**src/rtl/gb_alu_pkg.sv**
```systemverilog
// Shared definitions for the 8-bit ALU interface and the 16-bit sequencer:
// ALU op codes, flag bit positions, the 16-bit op encoding and FSM states.
package gb_alu_pkg;

  // 8-bit ALU op codes driven on alu_op
  localparam logic [4:0] ALU_ADD    = 5'b00000;
  localparam logic [4:0] ALU_ADC    = 5'b00001;
  localparam logic [4:0] ALU_SUB    = 5'b00010;
  localparam logic [4:0] ALU_SBC    = 5'b00011;
  localparam logic [4:0] ALU_AND    = 5'b00100;
  localparam logic [4:0] ALU_XOR    = 5'b00101;
  localparam logic [4:0] ALU_OR     = 5'b00110;
  localparam logic [4:0] ALU_CP     = 5'b00111;
  localparam logic [4:0] ALU_COPY_A = 5'b11000;

  // Flag bit positions inside a 4-bit CHNZ flag word
  localparam int FLAG_C = 0;
  localparam int FLAG_H = 1;
  localparam int FLAG_N = 2;
  localparam int FLAG_Z = 3;

  // 16-bit operation selected by the control unit
  typedef enum logic [1:0] {
    OP_ADD16 = 2'd0,
    OP_INC16 = 2'd1,
    OP_DEC16 = 2'd2,
    OP_ADDSP = 2'd3
  } alu16_op_t;

  // Sequencer states: one ALU pass per byte, then a done cycle
  typedef enum logic [1:0] {
    ST_IDLE = 2'd0,
    ST_LO   = 2'd1,
    ST_HI   = 2'd2,
    ST_DONE = 2'd3
  } alu16_state_t;

  // ALU op for the low-byte pass: decrement subtracts, everything else adds
  function automatic logic [4:0] lo_alu_op(input alu16_op_t op);
    return (op == OP_DEC16) ? ALU_SUB : ALU_ADD;
  endfunction

  // ALU op for the high-byte pass: propagate the low-byte carry/borrow
  function automatic logic [4:0] hi_alu_op(input alu16_op_t op);
    return (op == OP_DEC16) ? ALU_SBC : ALU_ADC;
  endfunction

endpackage

```
**src/rtl/alu16_seq.sv**
```systemverilog
// 16-bit arithmetic sequencer: runs the shared 8-bit ALU over the low byte
// and then the high byte, chaining the carry, and assembles result/flags.
module alu16_seq
  import gb_alu_pkg::*;
(
  input  logic        clk,
  input  logic        reset,
  input  logic        start,
  input  logic [1:0]  op,
  input  logic [15:0] operand_a,
  input  logic [15:0] operand_b,
  input  logic [3:0]  flag_in,
  output logic        busy,
  output logic        done,
  output logic [15:0] result,
  output logic [3:0]  flag_out,
  output logic [7:0]  alu_a,
  output logic [7:0]  alu_b,
  output logic [4:0]  alu_op,
  output logic [3:0]  alu_flag_in,
  input  logic [7:0]  alu_out,
  input  logic [3:0]  alu_flag_out
);

  alu16_state_t r_state;
  alu16_op_t    r_op;
  logic [15:0]  r_a;
  logic [15:0]  r_b;
  logic [3:0]   r_flags;
  logic         r_lo_c;
  logic         r_lo_h;
  logic         r_busy;
  logic         r_done;
  logic [15:0]  r_result;
  logic [3:0]   r_flag_out;

  logic [3:0]   w_flag_next;
  logic         w_unused_flags;

  // N and Z from the ALU never feed the 16-bit flags
  assign w_unused_flags = &{1'b0, alu_flag_out[FLAG_N], alu_flag_out[FLAG_Z]};

  // Drive the shared ALU from the current state and the latched operands
  // NOTE: every output gets a default first so no path leaves it unassigned (no latch).
  always_comb begin
    alu_a       = 8'h00;
    alu_b       = 8'h00;
    alu_op      = ALU_COPY_A;
    alu_flag_in = 4'h0;
    case (r_state)
      ST_LO: begin
        alu_a               = r_a[7:0];
        alu_flag_in         = r_flags;
        alu_flag_in[FLAG_C] = 1'b0;
        alu_op              = lo_alu_op(r_op);
        case (r_op)
          OP_INC16, OP_DEC16: alu_b = 8'h01;
          default:            alu_b = r_b[7:0];
        endcase
      end
      ST_HI: begin
        alu_a               = r_a[15:8];
        alu_flag_in         = r_flags;
        alu_flag_in[FLAG_C] = r_lo_c;
        alu_op              = hi_alu_op(r_op);
        case (r_op)
          OP_ADD16: alu_b = r_b[15:8];
          OP_ADDSP: alu_b = {8{r_b[7]}};
          default:  alu_b = 8'h00;
        endcase
      end
      default: begin
        alu_a       = 8'h00;
        alu_b       = 8'h00;
        alu_op      = ALU_COPY_A;
        alu_flag_in = 4'h0;
      end
    endcase
  end

  // Final 16-bit flags, valid during the HI pass
  always_comb begin
    w_flag_next = r_flags;
    case (r_op)
      OP_ADD16: begin
        w_flag_next[FLAG_Z] = r_flags[FLAG_Z];
        w_flag_next[FLAG_N] = 1'b0;
        w_flag_next[FLAG_H] = alu_flag_out[FLAG_H];
        w_flag_next[FLAG_C] = alu_flag_out[FLAG_C];
      end
      OP_ADDSP: begin
        // Flags come from the unsigned low-byte add; the high pass is discarded
        w_flag_next[FLAG_Z] = 1'b0;
        w_flag_next[FLAG_N] = 1'b0;
        w_flag_next[FLAG_H] = r_lo_h;
        w_flag_next[FLAG_C] = r_lo_c;
      end
      default: w_flag_next = r_flags;
    endcase
  end

  // Sequencer FSM: latch on start, capture each byte pass, pulse done
  // NOTE: state registers use non-blocking assignments so every register samples pre-edge values.
  always_ff @(posedge clk) begin
    if (reset) begin
      r_state    <= ST_IDLE;
      r_op       <= OP_ADD16;
      r_a        <= 16'h0000;
      r_b        <= 16'h0000;
      r_flags    <= 4'h0;
      r_lo_c     <= 1'b0;
      r_lo_h     <= 1'b0;
      r_busy     <= 1'b0;
      r_done     <= 1'b0;
      r_result   <= 16'h0000;
      r_flag_out <= 4'h0;
    end else begin
      case (r_state)
        ST_IDLE: begin
          r_done <= 1'b0;
          if (start) begin
            r_op    <= alu16_op_t'(op);
            r_a     <= operand_a;
            r_b     <= operand_b;
            r_flags <= flag_in;
            r_busy  <= 1'b1;
            r_state <= ST_LO;
          end
        end
        ST_LO: begin
          r_result[7:0] <= alu_out;
          r_lo_c        <= alu_flag_out[FLAG_C];
          r_lo_h        <= alu_flag_out[FLAG_H];
          r_state       <= ST_HI;
        end
        ST_HI: begin
          r_result[15:8] <= alu_out;
          r_flag_out     <= w_flag_next;
          r_busy         <= 1'b0;
          r_done         <= 1'b1;
          r_state        <= ST_DONE;
        end
        ST_DONE: begin
          r_done  <= 1'b0;
          r_state <= ST_IDLE;
        end
        default: begin
          r_busy  <= 1'b0;
          r_done  <= 1'b0;
          r_state <= ST_IDLE;
        end
      endcase
    end
  end

  assign busy     = r_busy;
  assign done     = r_done;
  assign result   = r_result;
  assign flag_out = r_flag_out;

endmodule

```
**config.mk**
```make
export PLATFORM = sky130hd
export DESIGN_NAME = alu16_seq
export DESIGN_NICKNAME = d
export VERILOG_FILES = /design/src/rtl/gb_alu_pkg.sv /design/src/rtl/alu16_seq.sv
export SDC_FILE = /design/constraint.sdc
export NUM_CORES = 1
export LEC_CHECK = 0
export ABC_CLOCK_PERIOD_IN_PS = 2800
export CORE_UTILIZATION = 40
export CTS_CLUSTER_SIZE = 40
export DETAILED_ROUTE_END_ITERATION = 8
export GPL_TIMING_DRIVEN = 1
export PLACE_DENSITY = 0.8
export SLEW_MARGIN = 30
export SYNTH_ARGS = -nofsm -noshare
export SYNTH_HDL_FRONTEND = slang
export SYNTH_SLANG_ARGS = --single-unit
```
**constraint.sdc**
```tcl
create_clock -name clk -period 2.8 [get_ports clk]
set_input_delay 0.42 -clock clk [delete_from_list [all_inputs] [get_ports clk]]
set_output_delay 0.42 -clock clk [all_outputs]
set_load 0.02 [all_outputs]
```
==> impl_metrics.toml, run 1 <==
[floorplanning]
die_y_um = 86.3
pin_count = 100
core_area_um2 = 6830
die_area_um2 = 7450
start_util = 0.416
die_w_um = 86.3
rows = 30

[status]
status = "finished clean"

[clocking]
htreeDepth = 3
clk_latency_ns = 0.34
cts.path.max_buffers = 2
numCtsBuffers = 9
clock-sinks = 64
clk_pin_slew_worst_paths_ns = 0.07
cts_tree = "yes"
cts_root_buf = "clkbuf_8"

[global_route]
grt_pass1_vias = 2590
grt_pass1_wl_um = 11800
use_met1 = 0.233
grt_max_degree = 40
track_usage = 0.205
grt.met3_usage = 0.0743
busiest_layer = "met2"
antenna_found_initial = 0
overflow = 0
grt.met2_usage = 0.354

[yosys]
synth-edff-count = 0
synth_adder_area_share = 0.0396
synth_ff_type = "dfxtp_1"
synth_top_family_by_area = "simple AND/OR/NAND/NOR gates"
netlist_top_cells_area = "dfxtp_1 45%, nand2_1 10%, mux2i_1 7.0%, a21oi_1 6.0%, nor2_1 5.1%"
synth_seq_area_share = 0.451
ys_warn_count = 0
synth.avg_cell_area_um2 = 8.46
muxShareOfSynthArea = 0.0704
synth_compound_area_frac = 0.172
synth_top_area_frac = 0.451
syn_nets = 398
synth_most_common_cell = "nand2_1"
synthCells = 336
synth_area_leader_cell = "dfxtp_1"
synth-seq-cells = 64
yosys.area_share.simple = 0.195
ys_async_sr_fraction = 0
synthXorXnorAreaFrac = 0
yosysUniqueCellTypes = 29
synth_commonest_cells = "77 x nand2_1, 64 x dfxtp_1, 39 x nor2_1"
netlist_area_um2 = 2840

[sta]
worst_pin_slew_ns = 0.582
slew_headroom = 0.612
rsz0062_at_grt = "no"
finalCritPeriodShare = 0.940
setup_viol = 0
fmax_mhz = 380
drv_slew = 0
setup_tns_ns = 0
final.min_clock_period_ns = 2.63
skew_ns = 0.00887
hold_violations = 0

[worst_setup_path]
cp.required_ns = 2.38
rr_worst_depth = 6
worst_setup_path_start_kind = "flip-flop"
r2r_end = "r_b[5]$_SDFFE_PP0P_"
cp-endpoint = "alu_b[3]"
reg2reg_slack_ns = 1.25
path_max_fanout = 9
arrival_ns = 2.21
worstSetupPathType = "reg -> out"
worstSetupStartpoint = "r_op[0]$_SDFFE_PP0P_"
end_kind = "output pin"
r2r-start = "r_state[0]$_SDFFE_PP0P_"

[drt]
drt_iter0_drc = 179
routed_wl_um = 7250
wl_per_cell_um = 13.8
routed_via_density = 4.84
drc = 0
route.vias.total = 2547
antenna_left = 0
first_pass_iters = 4

[power_and_ir_drop]
irDropWorstVdd_v = 0.000525
power_density_nw_per_um2 = 867
leakagePower_uw = 0.00180

[placement]
gp_congestion = 0.765
place_hpwl_um = 5010
numPortBuffers = 96

[finish]
nets = 487
syn_to_final_growth_pct = 43.9
num-fill-cells = 630
final_util = 0.599
drive_gt1_frac = 0.0977
n_antenna_cell = 0

[min_path]
whs_path_depth = 2
hp-class = "reg -> reg"

[job]
max_cap_violations = 0
-- sequential cells by signal, indices dropped and copies added (netlist names) --
name	cells
r_flags	4
r_a	16
r_lo_h	1
flag_out	4
r_state	2
r_lo_c	1
result	16
done	1
r_op	2
r_b	16
busy	1
-- cell usage in the layout, fill, tap and decap left out, drive strengths merged, types with 6 or more instances in the layout --
master         instances
clkdlybuf4s50         78
nand2                 77
dfxtp                 64
a21oi                 44
nor2                  39
mux2i                 20
dlymetal6s2s          17
a22oi                 14
clkbuf                13
buf                   12
ha                     9
nand2b                 8
a22o                   7
and2                   6
-- repair_timing --
item	in CTS	in global routing
hold endpoints to repair	0	0
setup endpoints to repair	6	20
gates resized for setup	3	20
hold buffers	0	0
setup buffers	2	0
-- critical path: stages (launching register included) --
cell	delay, ns
dfxtp_1	0.36
inv_1	0.08
ha_1	0.40
nand2b_2	0.28
nor2_1	0.15
clkdlybuf4s50_1	0.62
-- worst min-delay path by stage --
stage | start | endpoint | slack [ns]
after floorplan | r_a[0]$_SDFFE_PP0P_ | r_a[0]$_SDFFE_PP0P_ | 0.44
after global placement | r_a[6]$_SDFFE_PP0P_ | r_a[6]$_SDFFE_PP0P_ | 0.44
after detailed placement | r_a[10]$_SDFFE_PP0P_ | r_a[10]$_SDFFE_PP0P_ | 0.45
after CTS | r_a[10]$_SDFFE_PP0P_ | r_a[10]$_SDFFE_PP0P_ | 0.46
after global routing | r_b[10]$_SDFFE_PP0P_ | r_b[10]$_SDFFE_PP0P_ | 0.47
final | r_a[0]$_SDFFE_PP0P_ | r_a[0]$_SDFFE_PP0P_ | 0.45
-- report_power, final --
group / internal (uW) / switching (uW) / total [uW]
Combinational: 648 / 830 / 1480
Clock: 526 / 343 / 868
Sequential: 1090 / 110 / 1200
-- per-stage QoR --
stage	power (uW)	hold slack, ns	cell area, um^2	setup WS (ns)	cells
floorplan	2190	0.436	2840	0.886	336
global placement	2590	0.444	3800	0.350	508
CTS	3550	0.456	4040	0.00902	526
detailed placement	2620	0.447	3800	0.243	508
finish	3550	0.454	4090	0.167	526
global route	3760	0.474	4090	0.00633	526
-- layout make-up --
cell class | count | area, um^2 | area share
multi-input combinational | 238 | 1370 | 0.335
sequential | 64 | 1280 | 0.313
timing repair buffer | 107 | 1080 | 0.264
clock buffer | 13 | 149 | 0.0364
tap | 96 | 120 | 0.0294
clock inverter | 3 | 65.1 | 0.0159
inverter | 5 | 22.5 | 0.00550
-- metal layers --
layer | share of wire | up-vias | routed length (um)
met5 | 0 | - | 0
met4 | 0.020 | 0 | 145
met3 | 0.073 | 12 | 526
met2 | 0.49 | 79 | 3550
met1 | 0.42 | 1168 | 3030
li1 | - | 1288 | -
-- cell families after synthesis --
logic type               count (synthesis)
other                                    1
AO/OA/AOI/OAI                           73
flip-flops                              64
adder cells (fa/ha/maj)                  9
multiplexers                            20
buffers and inverters                   34
AND/OR/NAND/NOR                        135
Power figures use the tool's default switching activity.
==> run 2, diff against run 1 <==
--- a/config.mk
+++ b/config.mk
@@ -6,6 +6,7 @@
 export NUM_CORES = 1
 export LEC_CHECK = 0
 export ABC_CLOCK_PERIOD_IN_PS = 2800
+export CORE_MARGIN = 10
 export CORE_UTILIZATION = 40
 export CTS_CLUSTER_SIZE = 40
 export DETAILED_ROUTE_END_ITERATION = 8
==> impl_metrics.toml, run 2 (synthesis gave the netlist of run 1 again) <==
[status]
status = "finished clean"

[sta]
skew_ns = 0.00517
drv_slew = 0
final.min_clock_period_ns = 2.75
fmax_mhz = 364
slew_headroom = 0.467
rsz0062_at_grt = "yes"
setup_viol = 0
hold_violations = 0
finalCritPeriodShare = 0.982
worst_pin_slew_ns = 0.799

[worst_setup_path]
r2r-start = "r_state[1]$_SDFFE_PP0P_"
worstSetupPathType = "reg -> out"
end_kind = "output pin"
arrival_ns = 2.33
r2r_end = "result[7]$_SDFFE_PP0P_"
rr_worst_depth = 6
worstSetupStartpoint = "r_state[0]$_SDFFE_PP0P_"
worst_setup_path_start_kind = "flip-flop"
cp.required_ns = 2.38
path_max_fanout = 9
reg2reg_slack_ns = 1.11

[finish]
final_util = 0.587
nets = 485
layout_common_cells = "87 x clkdlybuf4s50_1, 77 x nand2_1, 64 x dfxtp_1"
n_antenna_cell = 0
drive_gt1_frac = 0.0911
syn_to_final_growth_pct = 41.8
final_common_cell = "clkdlybuf4s50_1"

[job]
max_cap_violations = 0

[floorplanning]
core_area_um2 = 6870
pin_count = 100
die_w_um = 104
die_area_um2 = 10900
die_y_um = 104
rows = 30
start_util = 0.414

[power_and_ir_drop]
leakagePower_uw = 0.00162
power_density_nw_per_um2 = 848
irDropWorstVdd_v = 0.000450
power_uw = 3420

[drt]
route.vias.total = 2580
drt_iter0_drc = 97
wl_per_cell_um = 15.0
routed_wl_um = 7850
routed_via_density = 4.92
first_pass_iters = 4
drc = 0
antenna_left = 0

[placement]
numPortBuffers = 96
place_hpwl_um = 5740
gp_congestion = 0.814

[global_route]
grt_pass1_vias = 2577
grt_max_degree = 40
grt_pass1_wl_um = 12900
antenna_found_initial = 0
track_usage = 0.143
overflow = 0

[clocking]
clock-sinks = 64
numCtsBuffers = 9
htreeDepth = 3
clk_pin_slew_worst_paths_ns = 0.07
cts_root_buf = "clkbuf_8"
clk_latency_ns = 0.33
ctsHoldBuffers = 0
cts_tree = "yes"
cts.path.max_buffers = 2

[min_path]
hp-class = "reg -> reg"
min_from = "r_b[13]$_SDFFE_PP0P_"
hold_end = "r_b[13]$_SDFFE_PP0P_"
whs_path_depth = 2
## run 2: cell count changes in the layout (fill, tap and decap cells not counted)
cell | previous run | this run
clkbuf_8 | 10 | 11
dlymetal6s2s_1 | 17 | 8
clkdlybuf4s50_1 | 78 | 87
inv_1 | 4 | 5
nand2b_2 | 1 | 0
buf_4 | 11 | 9
clkbuf_1 | 3 | 2
clkinv_2 | 1 | 2
nand2b_1 | 7 | 8
bufinv_16 | 2 | 1
clkinvlp_4 | 1 | 0
## run 2: worst max path at each step
stage,end,slack [ns],cells after the start
final,alu_a[5],0.05,6
after global routing,alu_a[5],-0.08,6
after CTS,alu_flag_in[3],0.005,6
after detailed placement,alu_a[5],0.32,6
after global placement,alu_op[1],0.39,6
after floorplan,alu_b[0],0.89,5
## run 2: layout make-up
type                    count  area [um^2]
clock inverters             3         40.0
well taps                  96          120
inverters                   5         18.8
multi-input cells         238         1370
flip-flops and latches     64         1280
clock buffers              13          159
repair buffers            105         1040
fillers                   620         2840
## run 2: where the power goes
group	leakage (uW)	internal, uW	switching, uW	total [uW]
logic	0.000993	620	813	1430
clock network	0.000103	458	333	791
registers	0.000524	1090	108	1200
total	0.00162	2170	1250	3420
## run 2: per-layer routing
layer / global-route usage / vias to the layer above / part of all wire
li1: - / 1285 / -
met1: 0.160 / 1218 / 0.43
met2: 0.234 / 69 / 0.47
met3: 0.0601 / 8 / 0.081
met4: 0.0596 / 0 / 0.014
met5: 0 / - / 0
## run 2: stage by stage
step                area (um^2)  setup WS, ns  hold slack [ns]  TNS, ns  cells
detailed placement         3800         0.321            0.446        0    508
global placement           3800         0.389            0.444        0    508
finish                     4030        0.0496            0.454        0    524
global route               4030       -0.0750            0.476  -0.0750    524
CTS                        4010       0.00500            0.456        0    524
floorplan                  2840         0.886            0.436        0    336
## run 2: critical path, stage by stage, from the launching register on
cell and delay, ns:
dfxtp_1 0.39, inv_1 0.12, ha_1 0.38, inv_1 0.11
buf_4 0.18, nor2_1 0.16, clkdlybuf4s50_1 0.66
## run 2: what timing repair did
item                       CTS  global route
hold endpoints to repair     0             0
setup endpoints to repair   10            14
setup buffers                0             0
pin swaps                    0             0
resized for setup            2            10
